## config.mk

```make
export PLATFORM = sky130hd
export DESIGN_NAME = mul_seq_flat
export DESIGN_NICKNAME = d
export VERILOG_FILES = /design/src/rtl/mul_pkg.sv /design/src/rtl/mul_seq_if.sv /design/src/rtl/mul_seq_adder.sv /design/src/rtl/mul_seq.sv /design/src/flat_wrapper.sv
export SDC_FILE = /design/constraint.sdc
export NUM_CORES = 1
export LEC_CHECK = 0
export ABC_AREA = 1
export BUFFER_PORTS_ARGS = -buffer_cell sky130_fd_sc_hd__buf_2
export CAP_MARGIN = 15
export CELL_PAD_IN_SITES_DETAIL_PLACEMENT = 1
export CELL_PAD_IN_SITES_GLOBAL_PLACEMENT = 1
export CORE_MARGIN = 4
export CORE_UTILIZATION = 42
export DETAILED_ROUTE_END_ITERATION = 8
export PLACE_DENSITY_LB_ADDON = 0.1
export SLEW_MARGIN = 15
export SYNTH_ARGS = -nofsm -noshare
export SYNTH_HDL_FRONTEND = slang
export SYNTH_SLANG_ARGS = --single-unit
```

## constraint.sdc

```tcl
create_clock -name clk -period 2.7 [get_ports clk]
set_clock_uncertainty 0.1 [all_clocks]
set_input_delay 0.81 -clock clk [delete_from_list [all_inputs] [get_ports clk]]
set_output_delay 0.81 -clock clk [all_outputs]
set_load 0.005 [all_outputs]
```

## src/rtl/mul_pkg.sv

```systemverilog
// +--------------------------------------------------------------+
// | mul_pkg : shared width default and FSM state encoding         |
// | Rev 1.0                                                       |
// +--------------------------------------------------------------+
`default_nettype none

package mul_pkg;

  localparam int WIDTH_DEFAULT = 32;

  typedef enum logic [1:0] {
    IDLE = 2'd0,
    CALC = 2'd1,
    DONE = 2'd2
  } state_t;

endpackage : mul_pkg

`default_nettype wire

```

## src/rtl/mul_seq_if.sv

```systemverilog
// +--------------------------------------------------------------+
// | mul_seq_if : request/result bundle of the sequential multiplier |
// | Rev 1.0                                                       |
// +--------------------------------------------------------------+
`default_nettype none

interface mul_seq_if
  import mul_pkg::*;
#(
  parameter int WIDTH = WIDTH_DEFAULT
) ();

  logic             start;
  logic [WIDTH-1:0] A;
  logic [WIDTH-1:0] B;
  logic             busy;
  logic             done;
  logic [WIDTH-1:0] product_hi;
  logic [WIDTH-1:0] product_lo;

  modport master (
    output start, A, B,
    input  busy, done, product_hi, product_lo
  );

  modport slave (
    input  start, A, B,
    output busy, done, product_hi, product_lo
  );

endinterface : mul_seq_if

`default_nettype wire

```

## src/rtl/mul_seq_adder.sv

```systemverilog
// +--------------------------------------------------------------+
// | mul_seq_adder : unsigned WIDTH-bit adder with carry out       |
// | Rev 1.0                                                       |
// +--------------------------------------------------------------+
`default_nettype none

module mul_seq_adder
  import mul_pkg::*;
#(
  parameter int WIDTH = WIDTH_DEFAULT
) (
  input  logic [WIDTH-1:0] a,
  input  logic [WIDTH-1:0] b,
  output logic [WIDTH-1:0] sum,
  output logic             carry_out
);

  assign {carry_out, sum} = {1'b0, a} + {1'b0, b};

endmodule : mul_seq_adder

`default_nettype wire

```

## src/rtl/mul_seq.sv

```systemverilog
// +--------------------------------------------------------------+
// | mul_seq : radix-2 shift-add unsigned multiplier, WIDTH steps  |
// | Rev 1.0                                                       |
// +--------------------------------------------------------------+
`default_nettype none

module mul_seq
  import mul_pkg::*;
#(
  parameter int WIDTH = WIDTH_DEFAULT
) (
  input  logic     clk,
  input  logic     rst_n,
  mul_seq_if.slave bus
);

  localparam int                c_cnt_w = $clog2(WIDTH + 1);
  localparam logic [c_cnt_w-1:0] c_last = c_cnt_w'(WIDTH - 1);

  state_t             state_q, state_d;
  logic [c_cnt_w-1:0] cnt_q, cnt_d;
  logic [WIDTH-1:0]   mcand_q, mcand_d;
  logic [WIDTH-1:0]   acc_q, acc_d;
  logic [WIDTH-1:0]   mq_q, mq_d;
  logic [WIDTH-1:0]   hi_q, hi_d;
  logic [WIDTH-1:0]   lo_q, lo_d;
  logic               busy_q, busy_d;
  logic               done_q, done_d;

  logic [WIDTH-1:0]   w_addend;
  logic [WIDTH-1:0]   w_sum;
  logic               w_carry;
  logic [WIDTH-1:0]   w_acc_sh;
  logic [WIDTH-1:0]   w_mq_sh;

  assign w_addend = mq_q[0] ? mcand_q : '0;

  mul_seq_adder #(
    .WIDTH (WIDTH)
  ) u_adder (
    .a         (acc_q),
    .b         (w_addend),
    .sum       (w_sum),
    .carry_out (w_carry)
  );

  // {carry, sum, mq} shifted right by one; the carry is consumed in the same step
  assign w_acc_sh = {w_carry, w_sum[WIDTH-1:1]};
  assign w_mq_sh  = {w_sum[0], mq_q[WIDTH-1:1]};

  always_comb begin
    state_d = state_q;
    cnt_d   = cnt_q;
    mcand_d = mcand_q;
    acc_d   = acc_q;
    mq_d    = mq_q;
    hi_d    = hi_q;
    lo_d    = lo_q;
    busy_d  = busy_q;
    done_d  = 1'b0;
    case (state_q)
      IDLE: begin
        if (bus.start) begin
          mcand_d = bus.A;
          acc_d   = '0;
          mq_d    = bus.B;
          cnt_d   = '0;
          busy_d  = 1'b1;
          state_d = CALC;
        end
      end
      CALC: begin
        acc_d = w_acc_sh;
        mq_d  = w_mq_sh;
        cnt_d = cnt_q + c_cnt_w'(1);
        if (cnt_q == c_last) begin
          hi_d    = w_acc_sh;
          lo_d    = w_mq_sh;
          done_d  = 1'b1;
          state_d = DONE;
        end
      end
      DONE: begin
        busy_d  = 1'b0;
        state_d = IDLE;
      end
      default: begin
        busy_d  = 1'b0;
        state_d = IDLE;
      end
    endcase
  end

  always_ff @(posedge clk or negedge rst_n) begin
    if (!rst_n) begin
      state_q <= IDLE;
      cnt_q   <= '0;
      mcand_q <= '0;
      acc_q   <= '0;
      mq_q    <= '0;
      hi_q    <= '0;
      lo_q    <= '0;
      busy_q  <= 1'b0;
      done_q  <= 1'b0;
    end else begin
      state_q <= state_d;
      cnt_q   <= cnt_d;
      mcand_q <= mcand_d;
      acc_q   <= acc_d;
      mq_q    <= mq_d;
      hi_q    <= hi_d;
      lo_q    <= lo_d;
      busy_q  <= busy_d;
      done_q  <= done_d;
    end
  end

  assign bus.busy       = busy_q;
  assign bus.done       = done_q;
  assign bus.product_hi = hi_q;
  assign bus.product_lo = lo_q;

endmodule : mul_seq

`default_nettype wire

```

## src/flat_wrapper.sv

```systemverilog
// flat-port wrapper written by rule: the top's interface ports become plain ports
module mul_seq_flat import mul_pkg::*;
#(
  parameter int WIDTH = WIDTH_DEFAULT
)
  (clk, rst_n, bus_start, bus_A, bus_B, bus_busy, bus_done, bus_product_hi, bus_product_lo);
  mul_seq_if #(.WIDTH(WIDTH)) bus_i ();
  input  logic clk;
  input  logic rst_n;
  input wire logic [$bits(bus_i.start)-1:0] bus_start;
  input wire logic [$bits(bus_i.A)-1:0] bus_A;
  input wire logic [$bits(bus_i.B)-1:0] bus_B;
  output wire logic [$bits(bus_i.busy)-1:0] bus_busy;
  output wire logic [$bits(bus_i.done)-1:0] bus_done;
  output wire logic [$bits(bus_i.product_hi)-1:0] bus_product_hi;
  output wire logic [$bits(bus_i.product_lo)-1:0] bus_product_lo;
  assign bus_i.start = bus_start;
  assign bus_i.A = bus_A;
  assign bus_i.B = bus_B;
  assign bus_busy = bus_i.busy;
  assign bus_done = bus_i.done;
  assign bus_product_hi = bus_i.product_hi;
  assign bus_product_lo = bus_i.product_lo;
  mul_seq #(.WIDTH(WIDTH)) u_core (.clk(clk), .rst_n(rst_n), .bus(bus_i));
endmodule
```

==> results of run 1 <==
-- power by group --
part           internal (W)  switching [W]
Clock               0.00126        0.00125
Combinational       0.00234        0.00424
Sequential          0.00377       0.000687
Total               0.00737        0.00618
-- metrics by stage --
stage | cell area [sq um] | setup WS, ns | power [W] | utilization
after CTS | 10740 | 0.1262 | 0.01371 | 0.5059
after floorplan | 9154 | 0.2688 | 0.008792 | -
after global placement | 10110 | 0.2311 | 0.01083 | 0.4767
final | 10740 | 0.1407 | 0.01355 | 0.5063
after detailed placement | 10110 | 0.1555 | 0.01108 | 0.4767
after global routing | 10740 | 0.01368 | 0.01489 | 0.5063
-- registers in the layout, summed over array words and instances (netlist names) --
name                   flops
u_core.mq_q               32
u_core.bus.product_hi     32
u_core.bus.product_lo     32
u_core.bus.done            1
u_core.acc_q              32
u_core.cnt_q               6
u_core.state_q             2
u_core.bus.busy            1
u_core.mcand_q            32
-- placed cells by master, fill, tap and decap left out, drive strengths merged, types with 2 or more instances in the layout --
master	synthesis	layout
nand2	534	534
inv	189	194
dfrtp	170	170
buf	25	146
nand3	68	68
o21ai	67	67
nor2	52	52
ha	33	33
o221ai	24	24
a21oi	22	22
clkbuf	16	17
xnor2	11	11
clkinv	0	9
a22oi	6	6
nand3b	5	5
nand4	3	3
o21bai	3	3
nor3	3	3
and2	2	2
xor2	2	2
o211ai	2	2
o22ai	2	2
or2	2	2
-- logic make-up after synthesis --
group	synth area share
AOI/OAI and AO/OA	0.08379
buffers and inverters	0.09992
adders and majority gates	0.04729
DFF	0.4647
xor gates and xnor gates	0.01244
and+or+nand+nor	0.2918
-- critical path, cell delays in order, from the launching register on --
cell     delay, ns
dfrtp_1       0.41
buf_4         0.21
nand2_1       0.08
inv_1         0.04
ha_1          0.35
nand2_1       0.13
nor2_2        0.26
and2_1        0.18
nand2_1       0.08
nand2_1       0.19
nand2_1       0.13
nand2_1       0.08
nand2_1       0.07
nand3_1       0.08
nand2_1       0.07
-- routing by layer --
layer | up-vias | track usage | routed length (um)
met5 | - | 0 | 27
met4 | 4 | 0.04335 | 239
met3 | 24 | 0.05132 | 1249
met2 | 138 | 0.4113 | 13400
met1 | 4003 | 0.3171 | 12760
li1 | 4100 | - | -
-- layout make-up --
type                    count  area [sq um]  area share
clock buffers              17         425.4     0.03960
clock inverters            15         195.2     0.01817
inverters                 189         709.4     0.06604
multi-input cells         844          3993      0.3717
flip-flops and latches    170          4254      0.3960
well taps                 275         344.1     0.03203
repair buffers            146         822.0     0.07652
-- worst paths after layout --
path / startpoint / end / slack [ns] / depth (start not counted)
worst max-delay path: u_core.mq_q[0] / u_core.acc_q[29] / 0.14 / 14
min in group clk: u_core.bus.product_hi[24] / u_core.bus.product_hi[24] / 0.38 / 2
worst min register to register: u_core.bus.product_hi[24] / u_core.bus.product_hi[24] / 0.38 / 2
worst min-delay path: rst_n / u_core.mcand_q[5] / 0.22 / 1
max in group asynchronous: rst_n / u_core.bus.done / 1.59 / 2
worst max register to register: u_core.mq_q[0] / u_core.acc_q[29] / 0.14 / 14
-- synthesized netlist by cell type (2+ instances only) --
cell type / count / area [sq um]
dfrtp_1: 170 / 4254
xnor2_1: 11 / 96.34
nor3_1: 3 / 15.01
o21bai_1: 3 / 22.52
a22oi_1: 6 / 45.04
o221ai_1: 24 / 210.2
inv_1: 183 / 686.9
xor2_1: 2 / 17.52
and2_1: 2 / 12.51
nand3_1: 67 / 335.3
nand2_2: 2 / 12.51
buf_1: 4 / 15.01
buf_2: 16 / 80.08
o21ai_0: 47 / 235.2
buf_4: 2 / 15.01
nand2_1: 531 / 1993
clkbuf_1: 15 / 56.30
o22ai_1: 2 / 12.51
inv_2: 6 / 22.52
o211ai_1: 2 / 15.01
ha_1: 33 / 412.9
nand4_1: 3 / 18.77
nor2_1: 49 / 183.9
nor2_4: 2 / 22.52
a21oi_1: 22 / 110.1
o21ai_1: 20 / 100.1
buf_6: 3 / 33.78
nand3b_1: 5 / 37.54
==> impl_metrics.tcl, run 1 <==
set metrics [dict create \
    synth_edf_count 0 \
    cts_sinks 170 \
    postRouteAntennaNets 0 \
    slew_violations 0 \
    fin_nets 1469 \
    leakagePower_nw 6.097 \
    slew_headroom 0.5878 \
    wl_per_cell_um 16.72 \
    min_path_type "in -> async" \
    avgSynthCellArea_sq_um 7.358 \
    die_area_sq_um 24220 \
    cts_root_buf "clkbuf_16" \
    fin_tns_setup_ns 0 \
    cp.arrival_ns 2.79 \
    dieWidth_um 155.6 \
    endpoint_kind "flop" \
    syn-num-nets 1345 \
    fill_cells 2766 \
    synth_area_sq_um 9154 \
    grt_pass1_vias 8991 \
    numPortBuffers 132 \
    async_reset_ff_frac 1.000 \
    synth_top_flop_cell "dfrtp_1" \
    worstSetupPathType "reg -> reg" \
    drt-total-wl_mm 27.68 \
    cts_max_level 4 \
    layout-drive-gt1-share 0.1405 \
    cts.clk_slew.worst_paths_ns 0.08 \
    hold_buffers 0 \
    rsz0062_at_grt "no" \
    peakVddDrop_mv 0.5675 \
    fin_crit_ns 2.559 \
    cts_inserted_buffers 17 \
    row_count 53 \
    netlist_instances 1244 \
    cts.repair.resized 0 \
    cp_max_fo 14 \
    clock_path_buffers 2 \
    remaining_drc_errors 0 \
    power_density_nw_per_um2 1262 \
    overflow 0 \
    drt-pass1-iter-count 4 \
    ys_warn_count 0 \
    worstSkewPairLatency_ns 0.44 \
    final_cells 1656 \
    cts_setup_buffers 0 \
    gr-usage-all-layers 0.2395 \
    cts_tree "yes" \
    cap_violations 0 \
    holdWs_ns 0.2154 \
    grt_max_degree 87 \
    placed_cells 1624 \
    diodes 0 \
    vias_per_cell 4.993 \
    die_h_um 155.6 \
    vias 8269 \
    outcome "finished clean" \
    antenna_found_initial 2 \
    maxClockFrequency_ghz 0.3907 \
    synth_seq_cells 170 \
    yosysUniqueCellTypes 37 \
    cp-start-kind "flop" \
    finalHoldViolCount 0 \
    fp.coreArea_sq_um 21220 \
    setup_viol 0 \
    area_growth_pct 17.36 \
    hpwlAfterDp_mm 20.23 \
    routabilityCongestion 0.9425 \
    drt_iter0_drc 308 \
    initial_core_util 0.4314 \
    num_io_pins 133 \
    fin_crit_sh 0.9479 \
    worst_pin_slew_ns 0.6173 \
    grt_first_pass_wirelength_mm 46.64 \
    ys_seq_area_frac 0.4647 \
    crit_required_ns 2.93 \
]
Power figures use the tool's default switching activity.
==> inputs of run 2 (changes only) <==
- GPL_TIMING_DRIVEN: unset -> 0
==> impl_metrics.tcl, run 2 (synthesized netlist as in run 1, its figures left out) <==
set metrics [dict create \
    peakVddDrop_mv 0.4731 \
    cp_max_fo 10 \
    remaining_drc_errors 0 \
    endpoint_kind "flop" \
    setup_viol 0 \
    cts_max_level 4 \
    overflow 0 \
    grt_pass1_vias 9172 \
    cts_tree "yes" \
    drt_iter0_drc 449 \
    fin_crit_ns 2.604 \
    hpwlAfterDp_mm 21.90 \
    dieWidth_um 155.6 \
    fin_nets 1498 \
    critical-path-slowest-cell "dfrtp_2" \
    fp.coreArea_sq_um 21220 \
    crit_top_cell "nand2_1" \
    fin_tns_setup_ns 0 \
    die_area_sq_um 24220 \
    layout-drive-gt1-share 0.1645 \
    place_area_sq_um 10200 \
    drt-pass1-iter-count 5 \
    postRouteAntennaNets 0 \
    grt_max_degree 90 \
    area_growth_pct 19.46 \
    maxClockFrequency_ghz 0.3840 \
    crit_required_ns 2.91 \
    cp_slowest_stage_delay_ns 0.47 \
    cts_root_buf "clkbuf_16" \
    fin_crit_sh 0.9646 \
    min_path_type "in -> async" \
    routabilityCongestion 0.9099 \
    hold_buffers 0 \
    final_cells 1685 \
    finalInstanceArea_sq_um 10940 \
    finalHoldViolCount 0 \
    die_h_um 155.6 \
    vias 8492 \
    cap_violations 0 \
    cts_inserted_buffers 17 \
    power_density_nw_per_um2 1268 \
    slew_headroom 0.4686 \
    clock_path_buffers 2 \
    layout_commonest_cell "nand2_1" \
    slew_violations 0 \
    cts.clk_slew.worst_paths_ns 0.08 \
    rsz0062_at_grt "yes" \
    numPortBuffers 132 \
    cts_sinks 170 \
    drt-total-wl_mm 29.29 \
    wl_per_cell_um 17.38 \
    antenna_found_initial 2 \
    layout_common_cells "nand2_1, inv_1, dfrtp_1" \
    holdWs_ns 0.2567 \
    grt_first_pass_wirelength_mm 47.71 \
    worstSetupPathType "reg -> reg" \
    placed_cells 1652 \
    leakagePower_nw 6.179 \
    row_count 53 \
    cp-start-kind "flop" \
    path_cells "buf_8, nand2_1, inv_1, ha_1, clkbuf_2, or2_1, nand3_1, nand2_1, nand2_1, nand2_1, xnor2_1, o21ai_0" \
    initial_core_util 0.4314 \
    vias_per_cell 5.040 \
    worst_pin_slew_ns 0.7971 \
    num_io_pins 133 \
    power.total_w 0.01386 \
    outcome "finished clean" \
    worstSkewPairLatency_ns 0.45 \
    cp.arrival_ns 2.82 \
    gr-usage-all-layers 0.2494 \
    diodes 0 \
]
==> run 2: cell types whose count changed in the layout (fill, tap and decap cells not counted), moves of 4 or more <==
cell / before / now
nor2_1: 48 / 41
buf_12: 4 / 0
buf_4: 10 / 4
inv_8: 2 / 6
ha_2: 0 / 4
ha_1: 33 / 29
buf_2: 131 / 147
nor2_2: 2 / 9
buf_1: 0 / 4
clkbuf_1: 0 / 11
nand2_1: 531 / 527
==> run 2: final timing paths <==
kind	from	endpoint	slack, ns	cells after the start
max reg2reg	u_core.mq_q[0]	u_core.bus.product_hi[14]	0.1	12
max in group asynchronous	rst_n	u_core.bus.product_hi[27]	1.35	2
min	rst_n	u_core.mcand_q[6]	0.26	1
min reg2reg	u_core.bus.product_hi[24]	u_core.bus.product_hi[24]	0.38	2
max	u_core.mq_q[0]	u_core.bus.product_hi[14]	0.1	12
min in group clk	u_core.bus.product_hi[24]	u_core.bus.product_hi[24]	0.38	2
==> run 2: what timing repair did <==
item,in CTS,in global routing
endpoints found under the setup margin,58,38
gates resized for setup,8,28
pin swaps,0,0
setup buffers,1,1
==> run 2: where the power goes <==
group / internal [W] / total, W / switching [W]
Clock: 0.00127 / 0.00254 / 0.00127
Sequential: 0.00377 / 0.00442 / 0.000653
Combinational: 0.00246 / 0.00690 / 0.00444
Total: 0.00750 / 0.0139 / 0.00636
==> run 2: routing by layer <==
layer	track usage	wire (um)
met4	0.07253	530
met3	0.04771	1334
met2	0.4188	14180
met1	0.3305	13210
met5	0	27
==> run 2: layout make-up <==
| cell class | instances | area [sq um] |
|---|---|---|
| tap | 275 | 344.1 |
| buffer | 40 | 217.7 |
| timing repair buffer | 135 | 713.2 |
| inverter | 189 | 709.4 |
| clock buffer | 17 | 425.4 |
| sequential | 170 | 4255 |
| fill | 2745 | 10280 |
| clock inverter | 15 | 190.2 |
| multi-input combinational | 844 | 4080 |
==> run 2: critical path, delay by kind of cell (launching register included) <==
kind | cells | cell delay [ns]
buffers and inverters | 3 | 0.38
XOR/XNOR | 1 | 0.33
adder cells (fa/ha/maj) | 1 | 0.26
flip-flops | 1 | 0.47
AND/OR/NAND/NOR | 6 | 0.80
AO/OA/AOI/OAI | 1 | 0.14
==> run 2: metrics by stage <==
stage | setup WS (ns) | utilization
after floorplan | 0.2688 | -
after global placement | -2.077 | 0.4787
after detailed placement | -0.7043 | 0.4805
after CTS | 0.002143 | 0.5108
after global routing | -0.05883 | 0.5153
final | 0.09555 | 0.5153
